===== config.mk =====
export PLATFORM = sky130hd
export DESIGN_NAME = weakcore_v2
export DESIGN_NICKNAME = d
export VERILOG_FILES = /design/src/rtl/weakcore_v2.sv
export SDC_FILE = /design/constraint.sdc
export NUM_CORES = 2
export LEC_CHECK = 0
export BUFFER_PORTS_ARGS = -buffer_cell sky130_fd_sc_hd__buf_2
export CORE_ASPECT_RATIO = 2
export CORE_MARGIN = 2
export CORE_UTILIZATION = 58
export DETAILED_ROUTE_END_ITERATION = 10
export PLACE_DENSITY = 0.78
export SLEW_MARGIN = 15
export SYNTH_ARGS = -nofsm -noshare
export SYNTH_HDL_FRONTEND = slang
export SYNTH_SLANG_ARGS = --single-unit

===== constraint.sdc =====
create_clock -name clk -period 7.5 [get_ports clk]
set_input_delay 1.5 -clock clk [delete_from_list [all_inputs] [get_ports clk]]
set_output_delay 1.5 -clock clk [all_outputs]
set_load 0.02 [all_outputs]

===== src/rtl/weakcore_v2.sv =====
// weakcore_v2: multi-cycle RV32I/RV32E core, sole master of a shared req/ack memory bus.
// Latency: ALU/branch/jump 3 cycles, load/store 4 cycles with zero-wait ack; +1 per wait cycle.
// Backpressure: bus signals held stable in FETCH/MEM until bus_ack; HALT is terminal until rst.
module weakcore_v2 #(
    parameter logic [31:0] RESET_PC = 32'h0000_0000,
    parameter int          NREGS    = 32,
    parameter int          CNT_W    = 32
) (
    input  logic             clk,
    input  logic             rst,
    input  logic [31:0]      bus_in,
    output logic [31:0]      bus_out,
    output logic [31:0]      bus_addr,
    output logic             bus_req,
    input  logic             bus_ack,
    output logic             bus_wr,
    output logic [3:0]       bus_wr_mask,
    output logic             halted,
    output logic [2:0]       halt_cause,
    output logic [31:0]      halt_pc,
    output logic [CNT_W-1:0] instret
);
    localparam int RA_W = (NREGS == 16) ? 4 : 5;

    localparam logic [6:0] OP_LUI   = 7'b0110111;
    localparam logic [6:0] OP_AUIPC = 7'b0010111;
    localparam logic [6:0] OP_JAL   = 7'b1101111;
    localparam logic [6:0] OP_JALR  = 7'b1100111;
    localparam logic [6:0] OP_BR    = 7'b1100011;
    localparam logic [6:0] OP_LD    = 7'b0000011;
    localparam logic [6:0] OP_ST    = 7'b0100011;
    localparam logic [6:0] OP_IMM   = 7'b0010011;
    localparam logic [6:0] OP_REG   = 7'b0110011;
    localparam logic [6:0] OP_FENCE = 7'b0001111;
    localparam logic [6:0] OP_SYS   = 7'b1110011;

    typedef enum logic [2:0] {S_FETCH, S_EXEC, S_MEM, S_WB, S_HALT} state_t;

    state_t             state_q, state_d;
    logic [31:0]        pc_q, instr_q, ipc_q, ld_q, hpc_q;
    logic [2:0]         cause_q;
    logic [CNT_W-1:0]   instret_q;
    logic [31:0]        rf_q [NREGS];

    // Instruction fields and immediates
    logic [6:0]  opc, f7;
    logic [4:0]  rd, rs1, rs2;
    logic [2:0]  f3;
    logic [31:0] imm_i, imm_s, imm_b, imm_u, imm_j;
    assign opc   = instr_q[6:0];
    assign rd    = instr_q[11:7];
    assign f3    = instr_q[14:12];
    assign rs1   = instr_q[19:15];
    assign rs2   = instr_q[24:20];
    assign f7    = instr_q[31:25];
    assign imm_i = {{20{instr_q[31]}}, instr_q[31:20]};
    assign imm_s = {{20{instr_q[31]}}, instr_q[31:25], instr_q[11:7]};
    assign imm_b = {{19{instr_q[31]}}, instr_q[31], instr_q[7], instr_q[30:25], instr_q[11:8], 1'b0};
    assign imm_u = {instr_q[31:12], 12'h000};
    assign imm_j = {{11{instr_q[31]}}, instr_q[31], instr_q[19:12], instr_q[20], instr_q[30:21], 1'b0};

    logic is_jal, is_jalr, is_br, is_ld, is_st, is_op, is_ecall, is_ebreak;
    assign is_jal    = (opc == OP_JAL);
    assign is_jalr   = (opc == OP_JALR);
    assign is_br     = (opc == OP_BR);
    assign is_ld     = (opc == OP_LD);
    assign is_st     = (opc == OP_ST);
    assign is_op     = (opc == OP_REG);
    assign is_ecall  = (instr_q == 32'h0000_0073);
    assign is_ebreak = (instr_q == 32'h0010_0073);

    logic use_rd, use_rs1, use_rs2;
    assign use_rd  = (opc == OP_LUI) || (opc == OP_AUIPC) || is_jal || is_jalr || is_ld ||
                     (opc == OP_IMM) || is_op;
    assign use_rs1 = is_jalr || is_br || is_ld || is_st || (opc == OP_IMM) || is_op;
    assign use_rs2 = is_br || is_st || is_op;

    // Operand read; x0 is hardwired to zero
    logic [31:0] rv1, rv2;
    assign rv1 = (rs1 == 5'd0) ? 32'h0 : rf_q[rs1[RA_W-1:0]];
    assign rv2 = (rs2 == 5'd0) ? 32'h0 : rf_q[rs2[RA_W-1:0]];

    // Legality: only base RV32I encodings; RV32E also rejects register indices >= 16
    logic legal;
    always_comb begin
        legal = 1'b0;
        case (opc)
            OP_LUI, OP_AUIPC, OP_JAL: legal = 1'b1;
            OP_JALR:  legal = (f3 == 3'd0);
            OP_BR:    legal = (f3 != 3'd2) && (f3 != 3'd3);
            OP_LD:    legal = (f3 != 3'd3) && (f3 != 3'd6) && (f3 != 3'd7);
            OP_ST:    legal = (f3 <= 3'd2);
            OP_IMM: begin
                if (f3 == 3'd1)      legal = (f7 == 7'h00);
                else if (f3 == 3'd5) legal = (f7 == 7'h00) || (f7 == 7'h20);
                else                 legal = 1'b1;
            end
            OP_REG:   legal = (f7 == 7'h00) || ((f7 == 7'h20) && ((f3 == 3'd0) || (f3 == 3'd5)));
            OP_FENCE: legal = (f3 == 3'd0);
            OP_SYS:   legal = is_ecall || is_ebreak;
            default:  legal = 1'b0;
        endcase
        if ((NREGS == 16) && ((use_rd && rd[4]) || (use_rs1 && rs1[4]) || (use_rs2 && rs2[4])))
            legal = 1'b0;
    end

    // ALU for OP and OP-IMM; compares are true 33-bit signed/unsigned
    logic [31:0] opb, alu;
    logic [4:0]  shamt;
    always_comb begin
        opb   = is_op ? rv2 : imm_i;
        shamt = opb[4:0];
        case (f3)
            3'd0:    alu = (is_op && f7[5]) ? (rv1 - opb) : (rv1 + opb);
            3'd1:    alu = rv1 << shamt;
            3'd2:    alu = {31'h0, $signed(rv1) < $signed(opb)};
            3'd3:    alu = {31'h0, rv1 < opb};
            3'd4:    alu = rv1 ^ opb;
            3'd5:    alu = f7[5] ? 32'($signed(rv1) >>> shamt) : (rv1 >> shamt);
            3'd6:    alu = rv1 | opb;
            default: alu = rv1 & opb;
        endcase
    end

    // Branch decision and next-pc selection
    logic        br_cond, jump;
    logic [31:0] tgt, jalr_sum;
    assign jalr_sum = rv1 + imm_i;
    always_comb begin
        case (f3)
            3'd0:    br_cond = (rv1 == rv2);
            3'd1:    br_cond = (rv1 != rv2);
            3'd4:    br_cond = $signed(rv1) <  $signed(rv2);
            3'd5:    br_cond = $signed(rv1) >= $signed(rv2);
            3'd6:    br_cond = rv1 <  rv2;
            3'd7:    br_cond = rv1 >= rv2;
            default: br_cond = 1'b0;
        endcase
        jump = 1'b0;
        tgt  = ipc_q + 32'd4;
        if (is_jal) begin
            jump = 1'b1;
            tgt  = ipc_q + imm_j;
        end else if (is_jalr) begin
            jump = 1'b1;
            tgt  = {jalr_sum[31:1], 1'b0};
        end else if (is_br && br_cond) begin
            jump = 1'b1;
            tgt  = ipc_q + imm_b;
        end
    end

    // Effective address and alignment of the memory access
    logic [31:0] eaddr;
    logic        mis;
    assign eaddr = rv1 + (is_st ? imm_s : imm_i);
    assign mis   = ((f3[1:0] == 2'd1) && eaddr[0]) || ((f3[1:0] == 2'd2) && (eaddr[1:0] != 2'd0));

    // Trap detection in EXEC, highest priority first
    logic       fault;
    logic [2:0] fcause;
    always_comb begin
        fault  = 1'b1;
        fcause = 3'd0;
        if (!legal)                          fcause = 3'd1;
        else if (is_ecall)                   fcause = 3'd5;
        else if (is_ebreak)                  fcause = 3'd0;
        else if (jump && (tgt[1:0] != 2'd0)) fcause = 3'd2;
        else if (is_ld && mis)               fcause = 3'd3;
        else if (is_st && mis)               fcause = 3'd4;
        else                                 fault  = 1'b0;
    end

    // Load lane select and extension
    logic [31:0] ld_sh, ld_ext;
    assign ld_sh = bus_in >> {eaddr[1:0], 3'b000};
    always_comb begin
        case (f3)
            3'd0:    ld_ext = {{24{ld_sh[7]}}, ld_sh[7:0]};
            3'd1:    ld_ext = {{16{ld_sh[15]}}, ld_sh[15:0]};
            3'd4:    ld_ext = {24'h0, ld_sh[7:0]};
            3'd5:    ld_ext = {16'h0, ld_sh[15:0]};
            default: ld_ext = ld_sh;
        endcase
    end

    // Register write-back value
    logic [31:0] wb_val;
    logic        rf_we;
    always_comb begin
        case (opc)
            OP_LUI:          wb_val = imm_u;
            OP_AUIPC:        wb_val = ipc_q + imm_u;
            OP_JAL, OP_JALR: wb_val = ipc_q + 32'd4;
            OP_LD:           wb_val = ld_q;
            default:         wb_val = alu;
        endcase
    end
    assign rf_we = (state_q == S_WB) && use_rd && (rd != 5'd0) && !rst;

    // State register
    always_ff @(posedge clk) begin
        if (rst) state_q <= S_FETCH;
        else     state_q <= state_d;
    end

    // Next-state logic
    always_comb begin
        state_d = state_q;
        case (state_q)
            S_FETCH: if (bus_ack) state_d = S_EXEC;
            S_EXEC: begin
                if (fault)               state_d = S_HALT;
                else if (is_ld || is_st) state_d = S_MEM;
                else                     state_d = S_WB;
            end
            S_MEM:   if (bus_ack) state_d = S_WB;
            S_WB:    state_d = S_FETCH;
            default: state_d = S_HALT;
        endcase
    end

    // Bus outputs, all forced quiet while rst is high
    always_comb begin
        bus_req     = 1'b0;
        bus_wr      = 1'b0;
        bus_wr_mask = 4'h0;
        bus_out     = 32'h0;
        bus_addr    = {pc_q[31:2], 2'b00};
        if (!rst) begin
            case (state_q)
                S_FETCH: bus_req = 1'b1;
                S_MEM: begin
                    bus_req  = 1'b1;
                    bus_addr = {eaddr[31:2], 2'b00};
                    bus_wr   = is_st;
                    bus_out  = rv2 << {eaddr[1:0], 3'b000};
                    if (is_st) begin
                        case (f3[1:0])
                            2'd0:    bus_wr_mask = 4'b0001 << eaddr[1:0];
                            2'd1:    bus_wr_mask = 4'b0011 << eaddr[1:0];
                            default: bus_wr_mask = 4'b1111;
                        endcase
                    end
                end
                default: ;
            endcase
        end
    end

    // Datapath registers: pc, latched instruction, load data, trap info, instret
    always_ff @(posedge clk) begin
        if (rst) begin
            pc_q      <= RESET_PC;
            instret_q <= '0;
            cause_q   <= 3'd0;
            hpc_q     <= 32'h0;
        end else begin
            case (state_q)
                S_FETCH: if (bus_ack) begin
                    instr_q <= bus_in;
                    ipc_q   <= pc_q;
                end
                S_EXEC: if (fault) begin
                    cause_q <= fcause;
                    hpc_q   <= ipc_q;
                end
                S_MEM: if (bus_ack && is_ld) ld_q <= ld_ext;
                S_WB: begin
                    pc_q      <= tgt;
                    instret_q <= instret_q + CNT_W'(1);
                end
                default: ;
            endcase
        end
    end

    // Register file write port (contents are never reset)
    always_ff @(posedge clk) begin
        if (rf_we) rf_q[rd[RA_W-1:0]] <= wb_val;
    end

    assign halted     = (state_q == S_HALT);
    assign halt_cause = cause_q;
    assign halt_pc    = hpc_q;
    assign instret    = instret_q;

endmodule


==> key figures, run 1 <==
CTS
  • H-tree levels: 3
  • Max Buffers Root-to-Sink: 3
  • Clock Sinks: 1,232
  • Num CTS Buffers: 105
  • Root buffer cell: clkbuf_16

Status
  • Outcome: stopped before the end
  • Stop err: [ERROR GRT-0116] Global routing finished with congestion. Check the congestion regions in the DRC Viewer.
  • Failed at: 5_1_grt

Placed design
  • HPWL after detailed placement: 272 mm
  • Placed Instances: 7,966
  • Port bufs: 170
  • Routability cong.: 1.36

Floorplan
  • Die Height: 510 µm
  • # rows: 185
  • Initial Util: 58.4%
  • Ports: 173
  • Die Wd: 257 µm

Global route
  • Vias in the first global route: 75,000
  • Tot GR Track Use: 71.2%
  • Pin count of the biggest net entering global routing: 63
  • GRT overflow: 1,089
  • First-pass GRT wire length: 662 mm

Synth
  • Synth Flop Type: edfxtp_1
  • Post-synthesis cell type count: 93
  • Sequential element share of the synthesized area: 48.4%
  • Post-Syn Instances: 6,076
  • Mapped Area: 0.0742 mm²
  • Post-synth EDFFs: 1,120
  • Biggest area consumer among synthesized cells: edfxtp_1
  • Yosys top cell area share: 45.3%
  • Seq cells post-synth: 1,232
  • Ys Warns: 0
  • Avg Cell Area, Syn: 12.2 µm²
  • Top cells by area, synth: edfxtp_1, mux4_2, mux2i_1
  • Async SR Flop Fraction: 0%
## Yosys cell counts, drive strengths merged (102+ instances only)
cell type,instances
a21oi,436
a22oi,103
buf,172
clkbuf,280
dfxtp,112
edfxtp,1120
ha,220
inv,155
mux2i,280
mux4,460
nand2,387
nand3,105
nor2,427
nor3,102
o21ai,297
xnor2,115
## kinds of logic after synthesis
group / Yosys count / share of synthesized area [%]
AOI/OAI and AO/OA: 1598 / 14.1
buffers and inverters: 611 / 3.46
other: 1 / 0.00505
muxes: 836 / 19.2
DFF: 1232 / 48.4
adders and majority gates: 227 / 3.90
xor gates and xnor gates: 204 / 2.41
and+or+nand+nor: 1367 / 8.60
## repair_timing
| item | in CTS |
|---|---|
| buffers inserted | 20 |
| resized for setup | 23 |
| hold buffers | 0 |
| endpoints found under the setup margin | 16 |
| pin swaps | 4 |
## through the flow
stage / setup WS, ns / area [µm²]
2_1_floorplan: 0.126 / 74300
3_3_place_gp: -0.275 / 79900
3_5_place_dp: -0.369 / 79900
4_1_cts: -0.0459 / 83800
## routing by layer
layer	GRT usage, %	overflow
met4	74.1	455
met5	26.0	3
met2	91.6	601
met1	68.5	11
met3	52.4	19
==> run 2, diff against run 1 <==
- CORE_ASPECT_RATIO: 2 -> unset
- CORE_UTILIZATION: 58 -> 40
- PLACE_DENSITY: 0.78 -> unset
- PLACE_DENSITY_LB_ADDON: unset -> 0.15
- clock period: 7.5 -> 9.8 ns (I/O delays scaled with it)
==> key figures, run 2 <==
Status
  • Outcome: completed

Final layout
  • Most common cell after layout, fill and taps aside: edfxtp_1
  • Fraction of layout cells with a size suffix above 1: 20.9%
  • Multi-input logic area: 0.0364 mm²
  • Fillers: 16,900
  • Area Growth Syn to Fin: 12.5%
  • Register Area: 0.0359 mm²
  • Max FFs per register: 1,024
  • Most frequent cells in the layout: edfxtp_1, mux4_2, a21oi_1
  • Nets: 6,494

Drt
  • Antenna Nets Post-Route: 0
  • Vias per std cell: 6.79
  • Vias: 60,000
  • Iter 0 DRT Violations: 9,312
  • Final WL: 341 mm
  • DRC: 0
  • WL/cell: 38.6 µm
  • Pre-antenna DRT Iters: 7

Setup path
  • CP Capture Type: primary output
  • Crit path required time: 7.84 ns
  • Worst r2r path cells: 21
  • Arrival @ worst endpoint: 6.93 ns
  • CP max stage delay: 0.93 ns
  • R2R Path End: rf_q[0][0]$_DFFE_PP_
  • Most common cell type on the critical path: a21oi_1
  • CP Max Fanout: 54
  • Crit path cell chain: buf_4 > and2_1 > a22oi_1 > a21oi_1 > nor4_2 > ha_4 > fa_2 > a21o_1 > a21oi_1 > o21bai_1 > a21oi_1 > nor2b_1 > o21ai_0 > nand2b_1 > a21bo_2 > a21oi_1 > xor2_1 > o21ai_0 > buf_2
  • Crit-path leading delay family: compound AO/OA/AOI/OAI gates
  • Critical path class: flop to primary output
  • Worst path buffer plus inverter count: 2
  • Worst reg-to-reg setup slack: 1.76 ns
  • CP startpoint kind: flop
  • Cell at the slowest stage of the critical path: dfxtp_4

Worst hold path
  • Hold crit path type: flop to flop
  • Hold path startpoint: pc_q[0]$_SDFFE_PP0P_
  • Hold path cells: 0
  • Hold endpoint: ipc_q[0]$_DFFE_PP_

Flow run
  • Max cap viols: 0

Floorplan
  • # rows: 158
  • Die Footprint: 0.189 mm²
  • Core Box Area: 0.185 mm²
  • Die Wd: 435 µm
  • Ports: 173
  • Initial Util: 40.1%
  • Die Height: 435 µm

Synth
  • Mapped Area: 0.0742 mm²
  • Async SR Flop Fraction: 0%
  • Post-Syn Instances: 6,076
  • Ys Warns: 0
  • Seq cells post-synth: 1,232
  • Post-synthesis cell type count: 93
  • Synth Flop Type: edfxtp_1
  • Yosys top cell area share: 45.3%
  • Top-count cell post-synth: edfxtp_1
  • Sequential element share of the synthesized area: 48.4%
  • Biggest area consumer among synthesized cells: edfxtp_1
  • Avg Cell Area, Syn: 12.2 µm²
  • Most frequent cells after synthesis: edfxtp_1, mux4_2, a21oi_1
  • Post-synth EDFFs: 1,120
  • Top cells by area, synth: edfxtp_1, mux4_2, mux2i_1

STA
  • Setup_tns: 0 ns
  • Max transition margin: 9.67%
  • Fmax: 112 MHz
  • Hold_ws: 0.447 ns
  • Worst Clk Skew: 0.0499 ns
  • Final setup vio count: 0
  • Slew Limit Fails: 0
  • Period utilization: 90.7%
  • Setup repair after global routing missed its margin: no
  • Final min period: 8.89 ns
  • Slew @ Worst Pin: 1.35 ns
  • Final Hold Fails: 0

Pwr
  • Max VDD drop: 0.167 mV
  • Power Dens Cells: 184 mW/mm²
  • P_leak: 0.0289 µW

CTS
  • Later-pin clock latency in the skew report: 0.81 ns
  • Post-CTS Hold Fix Bufs: 0
  • Max Buffers Root-to-Sink: 3
  • CTS clock-pin slew for the worst setup and hold paths: 0.06 ns
  • Root buffer cell: clkbuf_16
  • Post-cts sizing count: 0
  • H-tree levels: 4
  • CTS tree: yes
  • Clock Sinks: 1,232
  • Number of setup buffers added after CTS: 0
  • Num CTS Buffers: 141

Placed design
  • HPWL after detailed placement: 233 mm
  • Port bufs: 170
  • Routability cong.: 1.06

Global route
  • Initial antenna violation count: 23
  • First-pass GRT wire length: 465 mm
  • Pin count of the biggest net entering global routing: 62
  • Vias in the first global route: 56,900
  • Tot GR Track Use: 35.4%
  • GRT overflow: 0
## run 2: cell counts after synthesis
Identical to the previous run, type by type.
## run 2: worst max path at each step
stage	cells past startpoint	to	slack, ns	start
6_report	19	bus_addr[20]	0.91	flop
3_3_place_gp	19	bus_addr[20]	1.98	flop
5_1_grt	18	bus_addr[28]	0.70	flop
4_1_cts	19	bus_addr[20]	1.05	flop
3_5_place_dp	19	bus_addr[20]	1.91	flop
2_1_floorplan	24	rf_q[0][30]$_DFFE_PP_	2.22	flop
## run 2: layout make-up
class,count,share of cell area (%)
well taps,2480,3.72
repair buffers,432,3.50
diodes,8,0.0240
clock buffers,177,4.45
inverters,159,0.718
multi-input cells,4266,43.7
clock inverters,76,0.897
flip-flops and latches,1232,43.0
## run 2: kinds of logic (layout without fill, tap and decap cells)
| logic type | Yosys count | count (layout) | synth area share (%) |
|---|---|---|---|
| buffers and inverters | 611 | 844 | 3.46 |
| other | 1 | 42 | 0.00505 |
| multiplexers | 836 | 836 | 19.2 |
| AO/OA/AOI/OAI | 1598 | 1598 | 14.1 |
| flip-flops | 1232 | 1232 | 48.4 |
| XOR/XNOR | 204 | 204 | 2.41 |
| adder cells (fa/ha/maj) | 227 | 227 | 3.90 |
| AND/OR/NAND/NOR | 1367 | 1367 | 8.60 |
## run 2: metal layers
metal	up-vias	global-route usage [%]	wire length, µm
met2	3857	53.7	151000
met3	843	7.34	33400
met4	16	19.5	22000
met1	30900	47.6	134000
li1	24400	-	-
met5	-	0	121
## run 2: report_power, final
group | switching [µW] | internal, µW | total, µW
clock network | 2230 | 2970 | 5200
registers | 114 | 5950 | 6070
logic | 2820 | 1280 | 4110
total | 5170 | 10200 | 15400
## run 2: through the flow
stage                     worst slack, ns  utilization [%]  total power (µW)  cell area (µm²)  std cells
after floorplan                      2.22                -              8430            74300       6109
final                               0.908             45.1             15400            83400       8830
after CTS                            1.05             45.1             15300            83400       8822
after global placement               1.98             42.7             10100            78900       8568
after detailed placement             1.91             42.7             10100            79000       8569
after global routing                0.697             45.1             15800            83400       8823
No activity file was read; power rests on OpenSTA's default activity.
